### config.mk
export PLATFORM = sky130hd
export DESIGN_NAME = aurora_tx_arbiter
export DESIGN_NICKNAME = d
export VERILOG_FILES = /design/src/rtl/aurora_tx_pkg.sv /design/src/rtl/aurora_rr_pick.sv /design/src/rtl/aurora_tx_arbiter.sv
export SDC_FILE = /design/constraint.sdc
export NUM_CORES = 1
export LEC_CHECK = 0
export BUFFER_PORTS_ARGS = -buffer_cell sky130_fd_sc_hd__clkbuf_2
export CORE_AREA = 2 2 85 87
export CTS_CLUSTER_DIAMETER = 60
export DETAILED_ROUTE_END_ITERATION = 6
export DIE_AREA = 0 0 87 89
export MAX_ROUTING_LAYER = met4
export PLACE_DENSITY = 0.78
export RECOVER_POWER = 25
export SYNTH_ARGS = -nofsm -noshare
export SYNTH_HDL_FRONTEND = slang
export SYNTH_SLANG_ARGS = --single-unit
### constraint.sdc
create_clock -name i_clk -period 5.5 [get_ports i_clk]
set_input_delay 0.275 -clock i_clk [delete_from_list [all_inputs] [get_ports i_clk]]
set_output_delay 0.275 -clock i_clk [all_outputs]
set_load 0.01 [all_outputs]
### src/rtl/aurora_tx_pkg.sv
// Shared types and helpers for the Aurora TX arbiter and its RX-side sibling.
package aurora_tx_pkg;

  localparam int DATA_W_DEF = 32;
  localparam int CNT_W_DEF  = 16;

  typedef enum logic [1:0] {
    IDLE  = 2'd0,
    SEND  = 2'd1,
    FLUSH = 2'd2
  } arb_state_e;

  // Increment v and wrap to 0 once it reaches n.
  function automatic int unsigned mod_inc(input int unsigned v, input int unsigned n);
    return ((v + 32'd1) >= n) ? 32'd0 : (v + 32'd1);
  endfunction

endpackage

### src/rtl/aurora_rr_pick.sv
// Round-robin search: first asserted request strictly after ptr, wrapping.
module aurora_rr_pick
  import aurora_tx_pkg::*;
#(
  parameter  int NUM_SRC = 4,
  localparam int IDX_W   = (NUM_SRC > 1) ? $clog2(NUM_SRC) : 1
) (
  input  logic [NUM_SRC-1:0] req,
  input  logic [IDX_W-1:0]   ptr,
  output logic [IDX_W-1:0]   idx,
  output logic               found
);

  logic [IDX_W-1:0] cand;

  // Walk ptr+1, ptr+2, ... so the source at ptr itself is checked last.
  always_comb begin
    idx   = '0;
    found = 1'b0;
    cand  = ptr;
    for (int i = 0; i < NUM_SRC; i++) begin
      cand = IDX_W'(mod_inc(32'(cand), NUM_SRC));
      if (!found && req[cand]) begin
        found = 1'b1;
        idx   = cand;
      end
    end
  end

endmodule

### src/rtl/aurora_tx_arbiter.sv
// Frame-granular round-robin arbiter in front of the Aurora TX AXI-stream port.
// A granted source keeps the channel until its tlast beat is accepted; a frame
// cut by a channel drop is drained from its source and counted as dropped.
//
// state | meaning
// IDLE  | no owner; arbitrate among valid sources while the channel is up
// SEND  | source g owns the channel; beats pass straight through
// FLUSH | channel dropped mid-frame; accept and discard the rest of g's frame
module aurora_tx_arbiter
  import aurora_tx_pkg::*;
#(
  parameter int NUM_SRC = 4,
  parameter int DATA_W  = DATA_W_DEF,
  parameter int CNT_W   = CNT_W_DEF
) (
  input  logic                        i_clk,
  input  logic                        i_rst,
  input  logic                        i_channel_up,
  input  logic [NUM_SRC*DATA_W-1:0]   s_axi_tx_tdata,
  input  logic [NUM_SRC*DATA_W/8-1:0] s_axi_tx_tkeep,
  input  logic [NUM_SRC-1:0]          s_axi_tx_tlast,
  input  logic [NUM_SRC-1:0]          s_axi_tx_tvalid,
  output logic [NUM_SRC-1:0]          s_axi_tx_tready,
  output logic [DATA_W-1:0]           m_axi_tx_tdata,
  output logic [DATA_W/8-1:0]         m_axi_tx_tkeep,
  output logic                        m_axi_tx_tlast,
  output logic                        m_axi_tx_tvalid,
  input  logic                        m_axi_tx_tready,
  output logic [NUM_SRC-1:0]          o_grant,
  output logic                        o_busy,
  output logic [CNT_W-1:0]            o_drop_cnt
);

  localparam int KEEP_W = DATA_W / 8;
  localparam int IDX_W  = (NUM_SRC > 1) ? $clog2(NUM_SRC) : 1;

  arb_state_e       state, state_nxt;
  logic [IDX_W-1:0] g, g_nxt;
  logic [IDX_W-1:0] p, p_nxt;
  logic [IDX_W-1:0] pick_idx;
  logic             pick_found;
  logic             drop_inc;
  logic [CNT_W-1:0] drop_cnt;

  logic [DATA_W-1:0]  src_data [NUM_SRC];
  logic [KEEP_W-1:0]  src_keep [NUM_SRC];
  logic [NUM_SRC-1:0] g_onehot;
  logic               sel_valid;
  logic               sel_last;

  for (genvar k = 0; k < NUM_SRC; k++) begin : gen_unpack
    assign src_data[k] = s_axi_tx_tdata[k*DATA_W +: DATA_W];
    assign src_keep[k] = s_axi_tx_tkeep[k*KEEP_W +: KEEP_W];
  end

  assign g_onehot  = NUM_SRC'(1) << g;
  assign sel_valid = s_axi_tx_tvalid[g];
  assign sel_last  = s_axi_tx_tlast[g];

  // The datapath always follows g; after reset g is 0, so source 0 is shown while idle.
  assign m_axi_tx_tdata = src_data[g];
  assign m_axi_tx_tkeep = src_keep[g];
  assign m_axi_tx_tlast = sel_last;

  assign o_grant    = (state != IDLE) ? g_onehot : '0;
  assign o_busy     = (state != IDLE);
  assign o_drop_cnt = drop_cnt;

  aurora_rr_pick #(
    .NUM_SRC (NUM_SRC)
  ) u_pick (
    .req   (s_axi_tx_tvalid),
    .ptr   (p),
    .idx   (pick_idx),
    .found (pick_found)
  );

  // Next-state, grant/pointer update and handshake outputs.
  always_comb begin
    state_nxt       = state;
    g_nxt           = g;
    p_nxt           = p;
    drop_inc        = 1'b0;
    m_axi_tx_tvalid = 1'b0;
    s_axi_tx_tready = '0;
    case (state)
      IDLE: begin
        if (i_channel_up && pick_found) begin
          g_nxt     = pick_idx;
          state_nxt = SEND;
        end
      end
      SEND: begin
        // A channel drop takes precedence over a tlast beat in the same cycle.
        if (!i_channel_up) begin
          state_nxt = FLUSH;
          drop_inc  = 1'b1;
        end else begin
          m_axi_tx_tvalid = sel_valid;
          if (m_axi_tx_tready) begin
            s_axi_tx_tready = g_onehot;
          end
          if (sel_valid && m_axi_tx_tready && sel_last) begin
            p_nxt     = g;
            state_nxt = IDLE;
          end
        end
      end
      FLUSH: begin
        s_axi_tx_tready = g_onehot;
        if (sel_valid && sel_last) begin
          p_nxt     = g;
          state_nxt = IDLE;
        end
      end
      default: begin
        state_nxt = IDLE;
      end
    endcase
  end

  // State, owner and round-robin pointer; pointer resets so source 0 wins first.
  always_ff @(posedge i_clk) begin
    if (i_rst) begin
      state <= IDLE;
      g     <= '0;
      p     <= IDX_W'(NUM_SRC - 1);
    end else begin
      state <= state_nxt;
      g     <= g_nxt;
      p     <= p_nxt;
    end
  end

  // Saturating count of frames truncated by a channel drop.
  always_ff @(posedge i_clk) begin
    if (i_rst) begin
      drop_cnt <= '0;
    end else if (drop_inc && !(&drop_cnt)) begin
      drop_cnt <= drop_cnt + 1'b1;
    end
  end

endmodule

==> results.sh, run 1 <==
export IMPL_r2r_cells=5
export IMPL_critical_path_max_fanout=43
export IMPL_crit_required_ps=5710
export IMPL_criticalPathCategory="reg2reg"
export IMPL_grt_usage=0.2939
export IMPL_setup_tns_ps=0
export IMPL_port_buffer_count=218
export IMPL_grt_first_pass_wirelength_um=16300
export IMPL_power_density_nw_per_um2=171.8
export IMPL_final_hold_violation_count=0
export IMPL_start_util=0.3551
export IMPL_drv_max_cap_violation_count=0
export IMPL_outcome="finished clean"
export IMPL_post_cts_buffers=0
export IMPL_crit_path_end_kind="flip-flop"
export IMPL_synth_area_per_cell_um2=10.11
export IMPL_dr_pass1_iters=4
export IMPL_number_of_global_route_vias_before_repair=2831
export IMPL_design_die_area_um2=7743
export IMPL_final_layout_size_suffix_gt1_frac=0.5805
export IMPL_clock_latency_ps=270
export IMPL_multiInputGateArea_um2=1815
export IMPL_die_height_um=89
export IMPL_hold_depth=3
export IMPL_cell_chosen_for_the_clock_root="clkbuf_8"
export IMPL_design_portCount=219
export IMPL_min_delay_worst_endpoint="state[0]$_SDFFE_PP0P_"
export IMPL_clock_path_buffers=2
export IMPL_unrepaired_setup_endpoints_after_global_routing="false"
export IMPL_rrSetupSlack_ps=3040
export IMPL_timing_critical_path_from_type="flip-flop"
export IMPL_post_synthesis_sequential_area_ratio=0.1846
export IMPL_dpl_instance_area_um2=3507
export IMPL_number_of_drc_violations_after_detailed_routing=0
export IMPL_finalNonFillerCells=522
export IMPL_dpl_hpwl_um=9647
export IMPL_synth_edf_count=0
export IMPL_grt_ovfl_total=0
export IMPL_nets=603
export IMPL_cts_made_buffers=3
export IMPL_core_area_um2=6719
export IMPL_total_placed_cells_including_tap_cells=517
export IMPL_highest_clock_frequency_the_design_can_meet_ghz=0.4061
export IMPL_hold_buffers=0
export IMPL_hold_path_class="in2reg"
export IMPL_finalCritPeriodShare=0.4477
export IMPL_critical_r2r_capture="state[1]$_SDFFE_PP0P_"
export IMPL_synth_nets=397
export IMPL_clk_transition_reported_paths_ps=80
export IMPL_tritoncts="built"
export IMPL_routabilityCongestion=0.9974
export IMPL_cts_num_sinks=22
export IMPL_layout_cell_area_non_filler_um2=3538
export IMPL_finalWorstSetupSlack_ps=3038
export IMPL_pre_cts_ws_ps=3080
export IMPL_setup_viol=0
export IMPL_worst_slew_pin_transition_ps=993.5
export IMPL_pin_count_of_the_biggest_net_entering_global_routing=47
export IMPL_wl_um=11200
export IMPL_fp_dieW_um=87
export IMPL_timing_clock_skew_ps=3.156
export IMPL_drt_initial_drc_count=166
export IMPL_timing_final_max_slew_violations=0
export IMPL_n_fill_cell=637
export IMPL_yosysWarningCount=0
export IMPL_min_delay_start="i_channel_up"
export IMPL_relSlewSlack=0.3377
export IMPL_num_rows=30
export IMPL_total_via_count_after_detailed_routing=2980
export IMPL_count_of_different_cell_masters_after_synthesis=53
export IMPL_grt_antenna_before_repair=0
export IMPL_cts_resized=0
export IMPL_worst_r2r_startpoint="g[1]$_SDFFE_PP0P_"
export IMPL_postSynth_asyncResetShare=0
export IMPL_viasPerCell=5.709
export IMPL_vdd_ir_drop_worst_mv=0.08788
export IMPL_synthCells=236
export IMPL_remaining_antenna_violation_count_after_routing=0
export IMPL_layout_area_overhead_vs_synth_pct=48.30
export IMPL_detail_route_wl_per_cell_um=21.45
export IMPL_ys_flop_type="dfxtp_1"
export IMPL_finalCriticalPeriod_ps=2462
export IMPL_postSynthRegisterBits=22
export IMPL_regArea_um2=442.9
export IMPL_cellLeakagePower_nw=1.609
export IMPL_cts_htree_levels=1
export IMPL_worst_endpoint_arrival_ps=2680
export IMPL_synth_cell_area_um2=2386
-- state kept, by name, indices dropped and copies added, names as in the netlist --
register,cells
o_drop_cnt,16
p,2
state,2
g,2
-- worst max-delay path by stage --
stage / end / cells after the start / slack [ps] / startpoint
global route: state[1]$_SDFFE_PP0P_ / 5 / 2930 / g[1]$_SDFFE_PP0P_
floorplan: g[1]$_SDFFE_PP0P_ / 7 / 3640 / p[0]$_SDFFE_PP1P_
CTS: state[1]$_SDFFE_PP0P_ / 5 / 3010 / g[1]$_SDFFE_PP0P_
finish: state[1]$_SDFFE_PP0P_ / 5 / 3040 / g[1]$_SDFFE_PP0P_
global placement: state[1]$_SDFFE_PP0P_ / 5 / 3140 / g[1]$_SDFFE_PP0P_
detailed placement: state[1]$_SDFFE_PP0P_ / 5 / 3080 / g[1]$_SDFFE_PP0P_
-- cell usage in the layout (no fill, tap or decap), types with 9 or more instances in the layout --
cell type | Yosys | layout
clkbuf_2 | 0 | 201
mux4_2 | 38 | 38
dfxtp_1 | 22 | 20
nor2_1 | 19 | 19
clkbuf_1 | 11 | 17
inv_1 | 12 | 12
nand2_1 | 11 | 11
o21ai_0 | 11 | 11
a21oi_1 | 9 | 9
-- synthesized netlist by cell type, types with 4 or more instances --
cell type | instances | area, um2
or3_1 | 5 | 31.28
and3_1 | 5 | 31.28
ha_1 | 5 | 62.56
clkbuf_1 | 11 | 41.29
nor2_1 | 19 | 71.32
nand3_1 | 6 | 30.03
dfxtp_1 | 22 | 440.4
nor3_1 | 7 | 35.03
a21oi_1 | 9 | 45.04
buf_2 | 4 | 20.02
nor2b_1 | 6 | 37.54
o21ai_0 | 11 | 55.05
mux4_2 | 38 | 855.8
inv_1 | 12 | 45.04
a311oi_1 | 4 | 35.03
xor2_1 | 8 | 70.07
nand2_1 | 11 | 41.29
nand2b_1 | 4 | 25.02
-- where the power goes --
part	switching, mW	internal [mW]	leakage [nW]
combinational	0.148	0.161	1.40
sequential	0.0160	0.164	0.179
clock	0.0543	0.0640	0.0288
total	0.219	0.389	1.61
-- per-stage QoR --
stage | util | power (mW) | hold slack [ps]
after detailed placement | 0.5220 | 0.4942 | 484.2
after global routing | 0.5263 | 0.6412 | 380.9
after floorplan | - | 0.3546 | 439.7
final | 0.5266 | 0.6078 | 366.2
after global placement | 0.5220 | 0.4890 | 484.2
after CTS | 0.5302 | 0.6110 | 363.5
-- metal layers --
| layer | vias to the layer above | global-route usage | wire, um |
|---|---|---|---|
| met4 | 0 | 0.04972 | 114 |
| met1 | 1428 | 0.4052 | 4878 |
| li1 | 1347 | - | - |
| met2 | 194 | 0.4587 | 5129 |
| met3 | 11 | 0.05448 | 1076 |
| met5 | - | - | 0 |
-- cell families after synthesis --
logic type,after synthesis,share of synthesized area
DFF,22,0.1846
xor gates and xnor gates,9,0.03304
muxes,42,0.3760
adders and majority gates,5,0.02622
and+or+nand+nor,79,0.1772
AOI/OAI and AO/OA,49,0.1505
buffers and inverters,30,0.05244
-- worst max-delay path, stage by stage (launching register included) --
cell,delay [ps]
dfxtp_2,990
mux4_2,630
and2_4,180
a22o_4,270
a211oi_2,190
a31o_1,140
-- layout make-up --
class	instances	share of cell area
antenna	1	0.0007072
clock buffer	4	0.01556
inverter	12	0.01273
multi-input combinational	184	0.5131
sequential	22	0.1252
tap	80	0.02829
timing repair buffer	219	0.3045
No activity file was read; power rests on OpenSTA's default activity.
==> run 2, diff against run 1 <==
Settings changed: CORE_AREA 2 2 85 87 to not set, CORE_ASPECT_RATIO set to 1.2, CORE_UTILIZATION set to 34, DIE_AREA 0 0 87 89 to not set, PLACE_DENSITY 0.78 to 0.79.
Clock period 5.5 ns to 2.1 ns, I/O delays scaled along.
==> run 2 against run 1 <==
Against the previous run: via count increased by 0.37%; critical endpoint is now s_axi_tx_tready[3]; core utilization increased by 0.12 points; global-route usage decreased by 2.6 points; non-clock buffer count increased by 8; critical path type is now reg2out; die area decreased by 5.0%; combinational power increased to 2.7 times the previous value; clock-buffer cell count decreased by 1; clock skew decreased by 0.96 ps.
==> results.sh, run 2 (synthesis gave the netlist of run 1 again) <==
export IMPL_power_density_nw_per_um2=427.2
export IMPL_pin_count_of_the_biggest_net_entering_global_routing=26
export IMPL_setup_viol=0
export IMPL_design_die_area_um2=7359
export IMPL_design_portCount=219
export IMPL_grt_ovfl_total=0
export IMPL_highest_clock_frequency_the_design_can_meet_ghz=0.5144
export IMPL_nets=611
export IMPL_clock_latency_ps=260
export IMPL_worst_endpoint_arrival_ps=1840
export IMPL_cts_htree_levels=1
export IMPL_timing_final_max_slew_violations=0
export IMPL_post_cts_buffers=0
export IMPL_vdd_ir_drop_worst_mv=0.3320
export IMPL_cp_slowest_stage_delay_ps=360
export IMPL_final_hold_violation_count=0
export IMPL_crit_required_ps=2000
export IMPL_cp_num_buf_inv=3
export IMPL_internal_power_uw=987.3
export IMPL_crit_path_end_kind="output port"
export IMPL_dr_pass1_iters=4
export IMPL_mostFrequentLayoutCell="clkbuf_2"
export IMPL_grt_antenna_before_repair=0
export IMPL_relSlewSlack=0.6714
export IMPL_unrepaired_setup_endpoints_after_global_routing="false"
export IMPL_hold_path_class="in2reg"
export IMPL_criticalPathCategory="reg2out"
export IMPL_final_layout_size_suffix_gt1_frac=0.5871
export IMPL_timing_critical_path_cells="inv_1, ha_1, and3_1, o21ai_0, inv_1, and3_1, clkbuf_2"
export IMPL_die_height_um=93.77
export IMPL_finalCritPeriodShare=0.9257
export IMPL_viasPerCell=5.591
export IMPL_number_of_global_route_vias_before_repair=2780
export IMPL_tritoncts="built"
export IMPL_worst_slew_pin_transition_ps=492.9
export IMPL_timing_critical_path_from_type="flip-flop"
export IMPL_clockPowerShare=0.170
export IMPL_routabilityCongestion=1.018
export IMPL_worst_path_max_delay_cell="dfxtp_1"
export IMPL_core_area_um2=6813
export IMPL_critical_path_max_fanout=5
export IMPL_drt_initial_drc_count=95
export IMPL_detail_route_wl_per_cell_um=18.08
export IMPL_total_power_mw=1.536
export IMPL_hold_buffers=0
export IMPL_port_buffer_count=218
export IMPL_grt_first_pass_wirelength_um=14460
export IMPL_power_share_switching=0.3573
export IMPL_outcome="finished clean"
export IMPL_dpl_hpwl_um=8386
export IMPL_largest_register_ff_count=16
export IMPL_timing_critical_path_max_delay_family="flip-flops"
export IMPL_layout_common_cells="201 x clkbuf_2, 38 x mux4_2, 21 x dfxtp_1, 19 x nor2_1, 18 x clkbuf_1"
export IMPL_timing_clock_skew_ps=2.198
export IMPL_finalCriticalPeriod_ps=1944
export IMPL_power_share_sequential=0.288
export IMPL_fp_dieW_um=78.48
export IMPL_cell_chosen_for_the_clock_root="clkbuf_8"
export IMPL_grt_usage=0.2681
export IMPL_layout_area_overhead_vs_synth_pct=50.71
export IMPL_power_combinational_fraction=0.542
export IMPL_remaining_antenna_violation_count_after_routing=0
export IMPL_clk_transition_reported_paths_ps=70
export IMPL_cellLeakagePower_nw=1.638
export IMPL_cts_resized=0
export IMPL_total_via_count_after_detailed_routing=2991
export IMPL_start_util=0.3502
export IMPL_setup_tns_ps=0
export IMPL_insertedDiodeCount=0
export IMPL_drv_max_cap_violation_count=0
export IMPL_clock_path_buffers=2
export IMPL_number_of_drc_violations_after_detailed_routing=0
export IMPL_p_switching_uw=549.0
export IMPL_wl_um=9673
export IMPL_cts_made_buffers=3
export IMPL_num_rows=33
export IMPL_cts_num_sinks=22
-- run 2: cell type report --
cell class / instances / area [um2]
fill: 641 / 3217
multi-input combinational: 184 / 1826
timing repair buffer: 227 / 1134
sequential: 22 / 441.7
tap: 87 / 108.9
inverter: 12 / 45.04
clock buffer: 3 / 41.29
-- run 2: final timing paths --
path	from	to	slack, ps	cells after the start
worst max-delay path	state[1]$_SDFFE_PP0P_	s_axi_tx_tready[3]	160	7
worst min-delay path	i_channel_up	state[0]$_SDFFE_PP0P_	170	3
worst max register to register	p[0]$_SDFFE_PP1P_	g[1]$_SDFFE_PP0P_	250	6
worst min register to register	o_drop_cnt[8]$_SDFFE_PP0P_	o_drop_cnt[8]$_SDFFE_PP0P_	520	2
-- run 2: power groups by stage --
stage	Combinational, mW	Sequential (mW)	Clock (mW)
CTS	0.842	0.443	0.267
global route	0.903	0.445	0.283
finish	0.833	0.442	0.261
detailed placement	0.839	0.453	0
floorplan	0.484	0.445	0
global placement	0.827	0.451	0
-- run 2: worst reg2reg max path: stages (launching register included) --
cell and delay, ps:
dfxtp_1 320, ha_1 350, xnor2_1 250, mux2i_1 250, nand3b_1 110, a32o_1 210, a311oi_1 270
-- run 2: through the flow --
| step | instance area (um2) | hold slack [ps] | utilization | worst slack, ps | cells |
|---|---|---|---|---|---|
| after floorplan | 2386 | 270.8 | - | 240.8 | 236 |
| after global placement | 3576 | 449.1 | 0.5249 | 298.9 | 532 |
| after detailed placement | 3576 | 460.6 | 0.5249 | 210.4 | 532 |
| after CTS | 3617 | 176.3 | 0.5309 | 118.8 | 535 |
| after global routing | 3596 | 187.4 | 0.5278 | 41.31 | 535 |
| final | 3596 | 174.0 | 0.5278 | 156.0 | 535 |
-- run 2: metal layers --
metal	up-vias	part of all wire	track usage
met5	-	0	-
met3	31	0.10	0.07087
met1	1409	0.39	0.3186
li1	1366	-	-
met4	0	0.033	0.09722
met2	185	0.48	0.4364
==> run 3, diff against run 2 <==
Settings changed: PLACE_DENSITY 0.79 to 0.78, SETUP_SLACK_MARGIN set to 0.2.
==> run 3 against run 2 <==
Against the previous run: first-iteration DRC count down 5.3%; core utilization up 1.1 points; clock power is 52% higher; global-route usage up 1.0 points; critical path depth is 2 lower; largest power group unchanged.
==> results.sh, run 3 (synthesis gave the netlist of run 1 again) <==
export IMPL_detail_route_wl_per_cell_um=19.12
export IMPL_grt_usage=0.2786
export IMPL_worst_slew_pin_transition_ps=527.9
export IMPL_fp_dieW_um=78.48
export IMPL_cts_made_buffers=3
export IMPL_rrSetupSlack_ps=270
export IMPL_unrepaired_setup_endpoints_after_global_routing="true"
export IMPL_drv_max_cap_violation_count=0
export IMPL_number_of_global_route_vias_before_repair=2796
export IMPL_layout_common_cells="200 x clkbuf_2, 38 x mux4_2, 20 x dfxtp_1, 19 x nor2_1, 18 x clkbuf_1"
export IMPL_worst_endpoint_arrival_ps=2040
export IMPL_mostFrequentLayoutCell="clkbuf_2"
export IMPL_worst_r2r_startpoint="g[1]$_SDFFE_PP0P_"
export IMPL_cts_htree_levels=1
export IMPL_setup_viol=0
export IMPL_core_area_um2=6813
export IMPL_die_height_um=93.77
export IMPL_hold_depth=3
export IMPL_clock_latency_ps=270
export IMPL_routabilityCongestion=0.9217
export IMPL_cts_num_sinks=22
export IMPL_hold_buffers=0
export IMPL_hold_path_class="in2reg"
export IMPL_nets=608
export IMPL_setup_tns_ps=0
export IMPL_grt_first_pass_wirelength_um=14840
export IMPL_cell_chosen_for_the_clock_root="clkbuf_8"
export IMPL_power_density_nw_per_um2=462.4
export IMPL_port_buffer_count=218
export IMPL_critical_r2r_capture="state[1]$_SDFFE_PP0P_"
export IMPL_min_delay_worst_endpoint="state[0]$_SDFFE_PP0P_"
export IMPL_pin_count_of_the_biggest_net_entering_global_routing=36
export IMPL_tritoncts="built"
export IMPL_timing_clock_skew_ps=5.341
export IMPL_layout_area_overhead_vs_synth_pct=53.80
export IMPL_final_util=0.5387
export IMPL_crit_required_ps=2310
export IMPL_cellLeakagePower_nw=1.668
export IMPL_grt_ovfl_total=0
export IMPL_clk_transition_reported_paths_ps=80
export IMPL_cp_slowest_stage_delay_ps=560
export IMPL_start_util=0.3502
export IMPL_clock_path_buffers=2
export IMPL_min_delay_start="i_channel_up"
export IMPL_timing_critical_path_cells="mux4_2, and2_4, a22o_4, a211oi_2, a31o_1"
export IMPL_timing_final_max_slew_violations=0
export IMPL_total_via_count_after_detailed_routing=2985
export IMPL_finalCritPeriodShare=0.8711
export IMPL_n_fill_cell=634
export IMPL_timing_critical_path_from_type="flip-flop"
export IMPL_dpl_instance_area_um2=3553
export IMPL_remaining_antenna_violation_count_after_routing=0
export IMPL_r2r_cells=5
export IMPL_finalCriticalPeriod_ps=1829
export IMPL_dr_pass1_iters=4
export IMPL_vdd_ir_drop_worst_mv=0.3598
export IMPL_dpl_hpwl_um=8695
export IMPL_grt_antenna_before_repair=1
export IMPL_critical_path_max_fanout=9
export IMPL_design_portCount=219
export IMPL_outcome="finished clean"
export IMPL_final_layout_size_suffix_gt1_frac=0.5987
export IMPL_wl_um=10210
export IMPL_layout_cell_area_non_filler_um2=3670
export IMPL_largest_register_ff_count=16
export IMPL_worst_path_max_delay_cell="mux4_2"
export IMPL_viasPerCell=5.590
export IMPL_criticalPathCategory="reg2reg"
export IMPL_final_hold_violation_count=0
export IMPL_post_cts_buffers=0
export IMPL_drt_initial_drc_count=90
export IMPL_finalNonFillerCells=534
export IMPL_crit_path_end_kind="flip-flop"
export IMPL_number_of_drc_violations_after_detailed_routing=0
export IMPL_relSlewSlack=0.6481
export IMPL_design_die_area_um2=7359
export IMPL_total_placed_cells_including_tap_cells=529
export IMPL_num_rows=33
export IMPL_highest_clock_frequency_the_design_can_meet_ghz=0.5467
run 3: final cells by class:
cell class | count | area [um2] | share of cell area
diodes | 1 | 2.502 | 0.0006819
flip-flops and latches | 22 | 442.9 | 0.1207
multi-input cells | 184 | 1866 | 0.5084
clock buffers | 3 | 41.29 | 0.01125
well taps | 87 | 108.9 | 0.02966
inverters | 12 | 45.04 | 0.01227
clock inverters | 1 | 30.03 | 0.008183
repair buffers | 224 | 1134 | 0.3089
run 3: how the worst max path moves through the flow:
| stage | start | endpoint | slack, ps | depth (start not counted) |
|---|---|---|---|---|
| finish | g[1]$_SDFFE_PP0P_ | state[1]$_SDFFE_PP0P_ | 270 | 5 |
| global placement | p[0]$_SDFFE_PP1P_ | g[1]$_SDFFE_PP0P_ | 280 | 6 |
| floorplan | p[0]$_SDFFE_PP1P_ | g[1]$_SDFFE_PP0P_ | 240 | 7 |
| detailed placement | p[0]$_SDFFE_PP1P_ | g[1]$_SDFFE_PP0P_ | 180 | 6 |
| CTS | g[0]$_SDFFE_PP0P_ | m_axi_tx_tdata[23] | 190 | 3 |
| global route | state[1]$_SDFFE_PP0P_ | o_drop_cnt[15]$_SDFFE_PP0P_ | 160 | 7 |
run 3: critical path: cells and delay by family (launching register included):
| kind | cells | cell delay (ps) |
|---|---|---|
| AOI/OAI and AO/OA | 3 | 560 |
| DFF | 1 | 470 |
| and+or+nand+nor | 1 | 180 |
| muxes | 1 | 560 |
run 3: per-layer routing:
metal / wire, um / part of all wire / vias to the layer above / global-route usage
met5: 0 / 0 / - / -
met4: 211 / 0.021 / 0 / 0.07407
met3: 871 / 0.085 / 19 / 0.06019
met2: 4906 / 0.48 / 158 / 0.4459
met1: 4223 / 0.41 / 1454 / 0.3566
li1: - / - / 1354 / -
run 3: stage by stage:
step,total power [mW],hold slack (ps),setup slack [ps]
4_1_cts,1.692,201.0,192.5
6_report,1.697,195.1,270.8
5_1_grt,1.785,206.4,158.1
3_3_place_gp,1.273,447.7,281.5
2_1_floorplan,0.9287,270.8,240.8
3_5_place_dp,1.291,454.8,176.7
run 3: what timing repair did:
action	4_1_cts	5_1_grt
setup endpoints to repair	33	36
resized for setup	7	9
pin swaps	0	1
run 3: power by group:
group          internal [mW]  switching, mW
Clock                  0.255          0.144
Sequential             0.429         0.0194
Combinational          0.442          0.408
